[src/rtl/uart_program_loader.sv]
`timescale 1ns/1ps
// UART boot loader: decodes 8N1 bytes, reads a word-count header, then writes little-endian
// 32-bit words to program memory. Optional checksum byte enabled by UART_LOADER_CHECKSUM_EN.
module uart_program_loader #(
  parameter int CLK_PER_BIT                     = 868,
  parameter int PROGRAM_MEMORY_ADDRESS_BITWIDTH = 14
) (
  input  logic                                       clk,
  input  logic                                       reset,
  input  logic                                       uart_rxd,
  output logic                                       pm_wr_en,
  output logic [PROGRAM_MEMORY_ADDRESS_BITWIDTH-1:0] pm_wr_address,
  output logic [31:0]                                pm_wr_data,
  output logic                                       load_done,
  output logic                                       frame_error,
  output logic                                       checksum_error
);

  localparam int AW = PROGRAM_MEMORY_ADDRESS_BITWIDTH;
  localparam int CW = $clog2(CLK_PER_BIT);
  localparam logic [CW-1:0] BIT_LAST  = CW'(CLK_PER_BIT - 1);
  localparam logic [CW-1:0] HALF_LAST = CW'(CLK_PER_BIT / 2 - 1);

  typedef enum logic [1:0] {RX_IDLE, RX_START, RX_DATA, RX_STOP} rx_state_t;
  typedef enum logic [1:0] {LD_HEADER, LD_PROGRAM, LD_CHECK, LD_DONE} ld_state_t;

  rx_state_t       rx_state, rx_next;
  ld_state_t       ld_state, ld_next;
  logic            rx_s1, rx_s2, rx_prev;
  logic [CW-1:0]   rx_cnt;
  logic [2:0]      bit_idx;
  logic [7:0]      rx_shift;
  logic            byte_valid;
  logic            fall, tick;

  logic [1:0]      byte_cnt;
  logic [23:0]     word_asm;
  logic [31:0]     word_count;
  logic [31:0]     word_index;
  logic [31:0]     assembled;
  logic            last_byte;

  assign fall = rx_prev & ~rx_s2;
  assign tick = (rx_cnt == '0);

  always_comb begin
    rx_next = rx_state;
    case (rx_state)
      RX_IDLE:  if (fall) rx_next = RX_START;
      RX_START: if (tick) rx_next = rx_s2 ? RX_IDLE : RX_DATA;
      RX_DATA:  if (tick && bit_idx == 3'd7) rx_next = RX_STOP;
      RX_STOP:  if (tick) rx_next = RX_IDLE;
      default:  rx_next = RX_IDLE;
    endcase
  end

  // Down-counter is reloaded with the half-bit count whenever idle so the start
  // re-sample lands mid-bit; every later sample is one full bit period further.
  always_ff @(posedge clk or posedge reset) begin
    if (reset) begin
      rx_state    <= RX_IDLE;
      rx_s1       <= 1'b1;
      rx_s2       <= 1'b1;
      rx_prev     <= 1'b1;
      rx_cnt      <= '0;
      bit_idx     <= '0;
      rx_shift    <= '0;
      byte_valid  <= 1'b0;
      frame_error <= 1'b0;
    end else begin
      rx_s1      <= uart_rxd;
      rx_s2      <= rx_s1;
      rx_prev    <= rx_s2;
      byte_valid <= 1'b0;
      rx_state   <= rx_next;
      case (rx_state)
        RX_IDLE: begin
          rx_cnt  <= HALF_LAST;
          bit_idx <= '0;
        end
        RX_START: rx_cnt <= tick ? BIT_LAST : rx_cnt - CW'(1);
        RX_DATA: begin
          if (tick) begin
            rx_cnt   <= BIT_LAST;
            rx_shift <= {rx_s2, rx_shift[7:1]};
            bit_idx  <= bit_idx + 3'd1;
          end else begin
            rx_cnt <= rx_cnt - CW'(1);
          end
        end
        RX_STOP: begin
          if (tick) begin
            rx_cnt <= HALF_LAST;
            if (rx_s2) byte_valid  <= 1'b1;
            else       frame_error <= 1'b1;
          end else begin
            rx_cnt <= rx_cnt - CW'(1);
          end
        end
        default: rx_cnt <= HALF_LAST;
      endcase
    end
  end

  assign assembled = {rx_shift, word_asm};
  assign last_byte = byte_valid && (byte_cnt == 2'd3);

`ifdef UART_LOADER_CHECKSUM_EN
  logic [7:0] csum;
`endif

  // PROGRAM exits one cycle after the final strobe so load_done trails it.
  always_comb begin
    ld_next = ld_state;
    case (ld_state)
      LD_HEADER: begin
        if (last_byte) begin
          if (assembled == 32'd0) begin
`ifdef UART_LOADER_CHECKSUM_EN
            ld_next = LD_CHECK;
`else
            ld_next = LD_DONE;
`endif
          end else begin
            ld_next = LD_PROGRAM;
          end
        end
      end
      LD_PROGRAM: begin
        if (pm_wr_en && word_index == word_count) begin
`ifdef UART_LOADER_CHECKSUM_EN
          ld_next = LD_CHECK;
`else
          ld_next = LD_DONE;
`endif
        end
      end
      LD_CHECK: begin
`ifdef UART_LOADER_CHECKSUM_EN
        if (byte_valid && rx_shift == csum) ld_next = LD_DONE;
`endif
      end
      LD_DONE:  ld_next = LD_DONE;
      default:  ld_next = LD_HEADER;
    endcase
  end

  always_ff @(posedge clk or posedge reset) begin
    if (reset) begin
      ld_state      <= LD_HEADER;
      byte_cnt      <= '0;
      word_asm      <= '0;
      word_count    <= '0;
      word_index    <= '0;
      pm_wr_en      <= 1'b0;
      pm_wr_address <= '0;
      pm_wr_data    <= '0;
    end else begin
      ld_state <= ld_next;
      pm_wr_en <= 1'b0;
      if (byte_valid && (ld_state == LD_HEADER || ld_state == LD_PROGRAM)) begin
        byte_cnt <= byte_cnt + 2'd1;
        word_asm <= {rx_shift, word_asm[23:8]};
      end
      if (ld_state == LD_HEADER && last_byte)
        word_count <= assembled;
      if (ld_state == LD_PROGRAM && last_byte) begin
        pm_wr_en      <= 1'b1;
        pm_wr_address <= {word_index[AW-3:0], 2'b00};
        pm_wr_data    <= assembled;
        word_index    <= word_index + 32'd1;
      end
    end
  end

  assign load_done = (ld_state == LD_DONE);

`ifdef UART_LOADER_CHECKSUM_EN
  always_ff @(posedge clk or posedge reset) begin
    if (reset) begin
      csum           <= '0;
      checksum_error <= 1'b0;
    end else begin
      if (ld_state == LD_PROGRAM && byte_valid)
        csum <= csum ^ rx_shift;
      if (ld_state == LD_CHECK && byte_valid && rx_shift != csum)
        checksum_error <= 1'b1;
    end
  end
`else
  assign checksum_error = 1'b0;
`endif

endmodule

[config.mk]
export PLATFORM = sky130hd
export DESIGN_NAME = uart_program_loader
export DESIGN_NICKNAME = d
export VERILOG_FILES = /design/src/rtl/uart_program_loader.sv
export SDC_FILE = /design/constraint.sdc
export NUM_CORES = 1
export LEC_CHECK = 0
export ABC_AREA = 1
export CAP_MARGIN = 0
export CORE_MARGIN = 2
export CORE_UTILIZATION = 50
export DETAILED_ROUTE_END_ITERATION = 6
export GPL_TIMING_DRIVEN = 1
export PLACE_DENSITY = 0.79
export SETUP_SLACK_MARGIN = 0.4
export SLEW_MARGIN = 5
export SYNTH_ARGS = -nofsm -noshare
export SYNTH_HDL_FRONTEND = slang
export SYNTH_SLANG_ARGS = --single-unit
[constraint.sdc]
create_clock -name clk -period 5 [get_ports clk]
set_clock_uncertainty 0.05 [all_clocks]
set_input_delay 0.75 -clock clk [delete_from_list [all_inputs] [get_ports clk]]
set_output_delay 0.75 -clock clk [all_outputs]
set_load 0.01 [all_outputs]
==> results.md <==
* Placed Cells at about 1,100
* Max-cap violations at 0
* Worst EP arrival at between 2 and 3 ns
* Fin crit share at between 50% and 60%
* Max_slew headroom at 36.68%
* Sequential share of the synthesized area at 55.39%
* Synth area leaders: dfrtp_1, nand2_1, o21ai_0, inv_1, xor2_1
* Area grow syn2layout at 16.40%
* Die Area at ~16,000 um^2
* Startpoint class of the critical path: register
* Setup bufs post-CTS at 0
* Warnings, synthesis at 0
* Post-synth top area share at 54.34%
* 1st-iter DRT viols at approximately 420
* Leakage at around 4.0 nW
* First-pass GRT wire length at approximately 27,000 um
* Req. time, crit path at 5.25 ns
* Post-DP HPWL at between 10,000 and 15,000 um
* Fmax at 0.3848 GHz
* Status: complete, no violations
* Die width at 126.2 um
* CTS tree: done
* Synth area leader: dfrtp_1
* Worst slack, placed at between 2 and 2.5 ns
* Worst Tran Pin Value at 0.9498 ns
* Via count at around 5,600
* Clock Latency Late Sink at 0.43 ns
* Bufs and invs on worst path at 1
* Clk slew on worst S/H paths at 0.06 ns
* Crit path capture type: register
* Syn avg cell area at 8.767 um^2
* Largest net degree at the start of global routing at 166
* RSZ-0062 raised after global routing: no
* Placed inst area at 8108 um^2
* Final WL at 15,810 um
* Post-synth cell types at 37
* Final Slew Violations at 0
* Final WS setup at 2.401 ns
* N_diodes at 0
* Ys async rst share at 100.0%
* Post-cts sizing count at 0
* Clock sink count at 165
* Vias in the first global route at approximately 5,300
* Syn Std Cell Area at about 7500 um^2
* VDD IR-drop max at roughly 0.00027 V
* Initial antenna violation count at 0
* Routability cong. at 0.8730
* Die H at 126.2 um
* Cell count after synthesis at about 850
* H-Tree Depth at 4
* Total CTS buffers at 17
* Power per cell area at 346.3 nW/um^2
* Cell Count, Final, Fillers Out at 1,094
* Core Area at roughly 15,000 um^2
* TritonRoute pass-1 iters at 5
* Crit path max-delay family: simple AND/OR/NAND/NOR gates
* Tmin final at 2.599 ns
* # fillers at between 1,000 and 1,500
* Final global-route overflow total at 0
* Setup TNS at 0 ns
* FF+latch count, synth at 165
* Crit-path slowest cell: nand3_4
* Final hold violations at 0
* Routed length per instance at 14.45 um
* FP Rows at between 40 and 50
* ANT nets after route at 0
* Fin nets at approximately 900
* Hold WC Path Type: register to register
* Largest stage delay on the critical path at 0.67 ns
* Synth Flop Type: dfrtp_1
* Share of cells above drive strength 1 at 7.582%
* Drt drc at 0
* # IOs at 53
* Crit Path Max Fanout at 95
* Total GRT Usage at 21.11%
* Starting density of the core at around half
* EDFF count, synth at 0
* Setup Viol. Count Final at 0
* Crit Path Category: register to register
* Finished Cell Area at 8685 um^2
* Root Driver: clkbuf_16
* Count of hold-fix buffers inserted at cts at 0
* Via/cell ratio at roughly 5.1
* CP cell instances: ha_1 -> nand2_1 -> inv_1 -> nand3_4 -> nor3_4 -> nand2_4 -> nor2_4 -> nand3_1 -> xor2_1
* R2R Setup Slk at roughly 2.4 ns
* Largest buffer count on any clock path at 2
* IO buf count at 49
[cell usage after synthesis (3+ instances only)]
| cell type | number |
|---|---|
| nand3_1 | 14 |
| o21ai_1 | 3 |
| nand4_1 | 10 |
| nor2_2 | 7 |
| dfrtp_1 | 162 |
| dfstp_2 | 3 |
| a21oi_1 | 7 |
| ha_1 | 10 |
| nor2_4 | 5 |
| nor2_1 | 43 |
| nand3_2 | 4 |
| clkbuf_1 | 17 |
| o21ai_0 | 116 |
| inv_1 | 121 |
| nand2_1 | 238 |
| nor3_2 | 5 |
| nand2_2 | 4 |
| buf_2 | 5 |
| nor3_1 | 11 |
| xnor2_1 | 12 |
| nor4_1 | 4 |
| buf_4 | 3 |
| xor2_1 | 27 |
[path summary, 6_finish.rpt]
kind                                         start                    endpoint  cells after the start
max                        byte_cnt[0]$_DFFE_PP0P_  word_index[25]$_DFFE_PP0P_                      9
min                                rx_s1$_DFF_PP1_             rx_s2$_DFF_PP1_                      0
max reg2reg                byte_cnt[0]$_DFFE_PP0P_  word_index[25]$_DFFE_PP0P_                      9
min reg2reg                        rx_s1$_DFF_PP1_             rx_s2$_DFF_PP1_                      0
max in group asynchronous                    reset  word_index[18]$_DFFE_PP0P_                      3
min in group asynchronous                    reset         rx_cnt[9]$_DFF_PP0_                      3
[cells in the final DEF (no fill, tap or decap), types with 2 or more instances in the layout]
master | netlist | routed
nand2_1 | 238 | 238
dfrtp_1 | 162 | 162
inv_1 | 121 | 120
o21ai_0 | 116 | 116
clkdlybuf4s50_1 | 0 | 49
nor2_1 | 43 | 43
xor2_1 | 27 | 27
clkbuf_16 | 0 | 17
nand3_1 | 14 | 14
xnor2_1 | 12 | 12
nor3_1 | 11 | 11
nand4_1 | 10 | 10
ha_1 | 10 | 10
nor2_2 | 7 | 7
a21oi_1 | 7 | 7
clkinvlp_4 | 0 | 6
nor2_4 | 5 | 5
nand2_2 | 4 | 4
nor3_2 | 5 | 4
nor4_1 | 4 | 4
nand3_2 | 4 | 3
nor3_4 | 2 | 3
o21ai_1 | 3 | 3
conb_1 | 1 | 3
inv_6 | 0 | 3
dfstp_2 | 3 | 3
and3_1 | 2 | 2
o31ai_1 | 2 | 2
a31o_2 | 2 | 2
a22o_1 | 2 | 2
clkbuf_8 | 0 | 2
inv_8 | 0 | 2
clkbuf_1 | 17 | 2
buf_4 | 3 | 2
[layer usage]
metal / track usage (%) / up-vias / share of wire (%)
li1: - / 2751 / -
met2: 32.13 / 149 / 46
met3: 4.673 / 21 / 5.7
met1: 30.49 / 2678 / 47
met4: 6.658 / 0 / 1.5
met5: 0 / - / 0
[flip-flops by register name, summed over array words and instances (netlist names), named ones only]
| register | cells |
|---|---|
| bit_idx | 3 |
| byte_cnt | 2 |
| byte_valid | 1 |
| frame_error | 1 |
| ld_state | 2 |
| pm_wr_address | 12 |
| pm_wr_data | 32 |
| pm_wr_en | 1 |
| rx_cnt | 10 |
| rx_prev | 1 |
| rx_s1 | 1 |
| rx_s2 | 1 |
| rx_shift | 8 |
| rx_state | 1 |
| word_asm | 24 |
| word_count | 32 |
| word_index | 32 |
[through the flow]
| stage | hold slack (ns) | total power, mW | util [%] |
|---|---|---|---|
| 2_1_floorplan | 0.2952 | 1.685 | - |
| 3_3_place_gp | 0.2971 | 1.744 | 55.79 |
| 3_5_place_dp | 0.2988 | 1.762 | 55.79 |
| 4_1_cts | 0.3084 | 3.024 | 59.75 |
| 5_1_grt | 0.3138 | 3.137 | 59.75 |
| 6_report | 0.3065 | 3.008 | 59.75 |
[where the power goes]
part,switching [mW],total (mW),internal [mW]
clock network,0.545,1.27,0.723
registers,0.0396,1.42,1.38
logic,0.206,0.317,0.111
[logic make-up (layout without fill, tap and decap cells)]
family                   count (synthesis)  in the layout  share of synthesized area, %
AND/OR/NAND/NOR                        350            350                         20.63
multiplexers                             1              1                        0.1509
adder cells (fa/ha/maj)                 10             10                         1.677
XOR/XNOR                                39             39                         4.578
AO/OA/AOI/OAI                          137            137                         9.643
flip-flops                             165            165                         55.39
other                                    1              3                       0.05026
buffers and inverters                  148            205                         7.882
[cell type report]
class	instances	area, um^2	share of cell area (%)
timing repair buffer	52	525.5	6.051
clock inverter	11	116.4	1.340
tap	184	230.2	2.651
multi-input combinational	540	2761	31.80
inverter	121	457.9	5.273
sequential	165	4133	47.59
clock buffer	21	460.4	5.302
Note: power is estimated with default switching activity, not from simulation.
==> variant 1, RTL diff (config.mk and constraints unchanged) <==
Set the parameter `CLK_PER_BIT` to 434 (it was 868).
--- a/src/rtl/uart_program_loader.sv
+++ b/src/rtl/uart_program_loader.sv
@@ -3,5 +3,5 @@
 // 32-bit words to program memory. Optional checksum byte enabled by UART_LOADER_CHECKSUM_EN.
 module uart_program_loader #(
-  parameter int CLK_PER_BIT                     = 868,
+  parameter int CLK_PER_BIT                     = 434,
   parameter int PROGRAM_MEMORY_ADDRESS_BITWIDTH = 14
 ) (
Formal check against the unedited RTL: no difference found for any inputs over 10 cycles, from zero or initial values and one cycle with reset high; that may be too few to reach the edited logic, so the function may still have changed.
==> variant 1 against the original RTL <==
Count of clock-buffer cells in the layout down 4; design area up 0.33%; sequential cell count down 1; routed wire length down 1.3%; via count up 0.89%; synthesized area unchanged; power down 0.59%; highest routed layer unchanged; clock power up 4%; critical path type unchanged; die area unchanged; setup slack better by 32 ps.
==> variant 1: results (changes against the original RTL) <==
| Metric | Value |
|---|---|
| Outcome | `complete, no violations` |
| Fraction of final layout cells with drive strength greater than 1 | `8.434% (+0.85 points)` |
| Number of instances in the placed design | `1065 (+0.28%)` |
| VDD IR-drop max | `274.7 uV (+0.15%)` |
| Fraction of area in clock buffers and inverters | `6.979% (+0.34 points)` |
| GR Layer Usage met2 | `31.56% (-0.57 points)` |
| Largest net degree at the start of global routing | `165 (-0.60%)` |
| Multi-input combinational cell area | `0.002798 mm2 (+1.3%)` |
| FFs & Latches | `164 (-0.61%)` |
| Fin cells | `1097 (+0.27%)` |
| Fraction of the yosys area taken by sequential cells | `55.06% (-0.34 points)` |
| Drt wl/cell | `14.23 um (-1.5%)` |
| Logic inverters | `117 (-3.3%)` |
| Total leakage power | `4.093 nW (+1.7%)` |
| Length of the first detailed-routing pass in iterations | `7 (+2)` |
| Rel. slew slack | `42.28% (+5.6 points)` |
| Fill cell total of the finished layout | `1221 (+1.2%)` |
| Amount of wire on met3 after detailed routing | `710 um (-21%)` |
| HPWL after detailed placement | `10.84 mm (+1.4%)` |
| Cell types with the largest area share after synthesis | `sky130_fd_sc_hd__dfrtp_1 (54%), sky130_fd_sc_hd__nand2_1 (13%), sky130_fd_sc_hd__o21ai_0 (7.4%)` |
| Final Instance Area | `0.008713 mm2 (+0.33%)` |
| Hold Path Depth | `0 (unchanged)` |
| Count of multi-input combinational gates | `548 (+1.5%)` |
| Routed metal-1 wirelength | `7.373 mm (-0.20%)` |
| Number of violations reported at the end of detailed-routing iteration 0 | `438 (+3.3%)` |
| Worst EP arrival | `2840 ps (about the same)` |
| GR met1 Demand/Resource | `30.26% (-0.23 points)` |
| Register-to-register setup slack | `2430 ps (+30 ps)` |
| Routability cong. | `0.9155 (+4.9%)` |
| Reg-to-reg critical path endpoint | `word_index[28]` |
| Global-route wire length before repair | `26.79 mm (+0.26%)` |
| Vias in the first global route | `5443 (+2.3%)` |
| Largest driver fanout on the critical path | `88 (-7.4%)` |
| Fin nets | `912 (+0.22%)` |
| Area of placed instances | `0.008105 mm2 (about the same)` |
| Number of different library cells in the post-synthesis netlist | `41 (+11%)` |
| Family with the most delay on the worst path | `simple AND/OR/NAND/NOR gates` |
| Path depth of the worst reg2reg path | `11 (+2)` |
| Crit path max-delay cell type | `sky130_fd_sc_hd__nand2_4` |
| Final-layout worst hold slack | `306.7 ps (+0.1780 ps)` |
| Area of the mapped netlist | `0.007461 mm2 (unchanged)` |
| Non-clock buffering overhead | `6.031% (-0.020 points)` |
| Routed met2 length | `7.209 mm (-1.0%)` |
| Total area of sequential cells | `0.004108 mm2 (-0.61%)` |
| Largest incremental delay on the critical path | `620 ps (-50 ps)` |
variant 1: cells by family after synthesis:
| logic type | synth area share [%] |
|---|---|
| xor+xnor | 4.696 |
| compound gates | 8.469 |
| mux | 0.1509 |
| flops | 55.06 |
| other cells | 0.05026 |
| fa+ha+maj | 1.509 |
| buf+inv | 7.613 |
| simple gates | 22.46 |
variant 1: worst max-delay path by stage:
stage	slack [ps]	startpoint	end	cells after the start
2_1_floorplan	2120	reset	asynchronous set/reset pin	1
3_3_place_gp	2520	byte_cnt[0]	word_index[21]	10
3_5_place_dp	2430	byte_cnt[0]	word_index[28]	11
4_1_cts	2420	byte_cnt[0]	word_index[28]	11
5_1_grt	2150	byte_cnt[0]	word_index[28]	11
6_report	2430	byte_cnt[0]	word_index[28]	11
variant 1: power by group:
| part | total (mW) | internal, mW | switching (mW) |
|---|---|---|---|
| Clock | 1.32 | 0.788 | 0.535 |
| Sequential | 1.40 | 1.37 | 0.0327 |
| Combinational | 0.266 | 0.0943 | 0.172 |
==> variant 2, RTL diff (same settings) <==
Without the edit above. Add an input register stage for `uart_rxd`; this delays it by one clock.
--- a/src/rtl/uart_program_loader.sv
+++ b/src/rtl/uart_program_loader.sv
@@ -25,4 +25,10 @@
   typedef enum logic [1:0] {LD_HEADER, LD_PROGRAM, LD_CHECK, LD_DONE} ld_state_t;
 
+  logic uart_rxd_q;
+
+  always_ff @(posedge clk) begin
+    uart_rxd_q <= uart_rxd;
+  end
+
   rx_state_t       rx_state, rx_next;
   ld_state_t       ld_state, ld_next;
@@ -69,5 +75,5 @@
       frame_error <= 1'b0;
     end else begin
-      rx_s1      <= uart_rxd;
+      rx_s1      <= uart_rxd_q;
       rx_s2      <= rx_s1;
       rx_prev    <= rx_s2;
Check against the original RTL: same outputs for any inputs over 10 cycles, from zero or initial values and one cycle with reset high; that may be too few to reach the edited logic, so the function may still have changed.
==> variant 2 against the original RTL <==
Routed wire length up 0.81%; synthesized area up 0.27%; critical path depth unchanged; die area up 0.26%; sequential cell count up 1; power up 2.8%; setup slack better by 37 ps; core utilization up 0.19 points; design area up 0.69%; largest cell class unchanged.
==> variant 2: results (changes against the original RTL) <==
| Metric | Value |
|---|---|
| Fin nets | `911 (+0.11%)` |
| Fill cell total of the finished layout | `1161 (-3.7%)` |
| Global-route wire length before repair | `26.94 mm (+0.83%)` |
| Via-to-Cell Ratio | `5.166 (+0.94%)` |
| Cell-internal power | `2.328 mW (+5.0%)` |
| Synth top cells by count | `sky130_fd_sc_hd__nand2_1 (238), sky130_fd_sc_hd__dfrtp_1 (162), sky130_fd_sc_hd__inv_1 (121)` |
| Cell types with the largest area share after synthesis | `sky130_fd_sc_hd__dfrtp_1 (54%), sky130_fd_sc_hd__nand2_1 (12%), sky130_fd_sc_hd__o21ai_0 (7.8%)` |
| Fraction of final layout cells with drive strength greater than 1 | `7.684% (+0.10 points)` |
| Vias in the first global route | `5497 (+3.3%)` |
| Capture endpoint of the worst hold path | `rx_s1` |
| Transition at the pin with the smallest max-transition slack | `953.4 ps (+3.545 ps)` |
| Global routing met3 resource utilization | `4.850% (+0.18 points)` |
| Number of violations reported at the end of detailed-routing iteration 0 | `354 (-17%)` |
| Amount of wire on met3 after detailed routing | `913 um (+1.0%)` |
| Total wire length after detailed routing | `15.94 mm (+0.81%)` |
| Clock network fraction of design power | `43.8% (+1.6 points)` |
| Outcome | `complete, no violations` |
| Fraction of registers with async set/reset | `99.40% (-0.60 points)` |
| GR Layer Usage met2 | `33.43% (+1.3 points)` |
| Share of power burned in registers | `46.2% (-1.1 points)` |
| Synthesized-area fraction occupied by ao, oa, aoi and oai cells | `9.617% (-0.026 points)` |
| Register-to-register setup slack | `2440 ps (+40 ps)` |
| Area of placed instances | `0.008128 mm2 (+0.25%)` |
| XOR/XNOR share of the synthesized area | `4.566% (-0.012 points)` |
| Largest net degree at the start of global routing | `139 (-16%)` |
| GRT Resource Usage Total | `21.25% (+0.14 points)` |
| Routed met2 length | `7.664 mm (+5.2%)` |
| Number of different library cells in the post-synthesis netlist | `38 (+2.7%)` |
| Routed metal-1 wirelength | `7.113 mm (-3.7%)` |
| GR met1 Demand/Resource | `29.58% (-0.91 points)` |
| Routability cong. | `0.8799 (+0.79%)` |
| HPWL after detailed placement | `10.90 mm (+2.0%)` |
| Share of synthesized cell area in full adder, half adder and majority cells | `1.673% (-0.0045 points)` |
-- variant 2: cell types whose count changed after synthesis, sizes merged --
cell	unedited run	this run
nor3	18	19
nand3	18	19
nor2	55	54
dfxtp	0	1
nand4	10	9
-- variant 2: worst max-delay path, stage by stage, from the launching register on --
cell,delay [ps]
sky130_fd_sc_hd__dfrtp_1,370
sky130_fd_sc_hd__ha_1,150
sky130_fd_sc_hd__nand2_1,90
sky130_fd_sc_hd__inv_1,110
sky130_fd_sc_hd__nand3_4,660
sky130_fd_sc_hd__nor3_4,450
sky130_fd_sc_hd__nand2_4,150
sky130_fd_sc_hd__nor2_4,120
sky130_fd_sc_hd__nand3_1,100
sky130_fd_sc_hd__xor2_1,170
-- variant 2: cell type report --
class                      instances  area [um2]  share of cell area, %
inverter                         121       457.9                  5.237
clock buffer                      21       470.5                  5.380
sequential                       166        4153                  47.49
multi-input combinational        540        2761                  31.58
clock inverter                    11       146.4                  1.674
timing repair buffer              52       525.5                  6.009
tap                              184       230.2                  2.633
-- variant 2: worst max-delay path by stage --
| stage | endpoint | slack [ps] |
|---|---|---|
| global route | word_index[28] | 2140 |
| detailed placement | word_index[21] | 2400 |
| global placement | word_index[25] | 2550 |
| finish | word_index[25] | 2440 |
| CTS | word_index[25] | 2370 |
| floorplan | asynchronous set/reset pin | 2100 |
-- variant 2: metrics by stage --
stage | util (%) | setup WS, ps | total power [mW] | cells
finish | 59.94 | 2438 | 3.093 | 1095
global route | 59.94 | 2137 | 3.213 | 1095
CTS | 59.94 | 2368 | 3.108 | 1095
detailed placement | 55.71 | 2399 | 1.762 | 1063
global placement | 55.71 | 2551 | 1.756 | 1063
floorplan | - | 2104 | 1.693 | 854
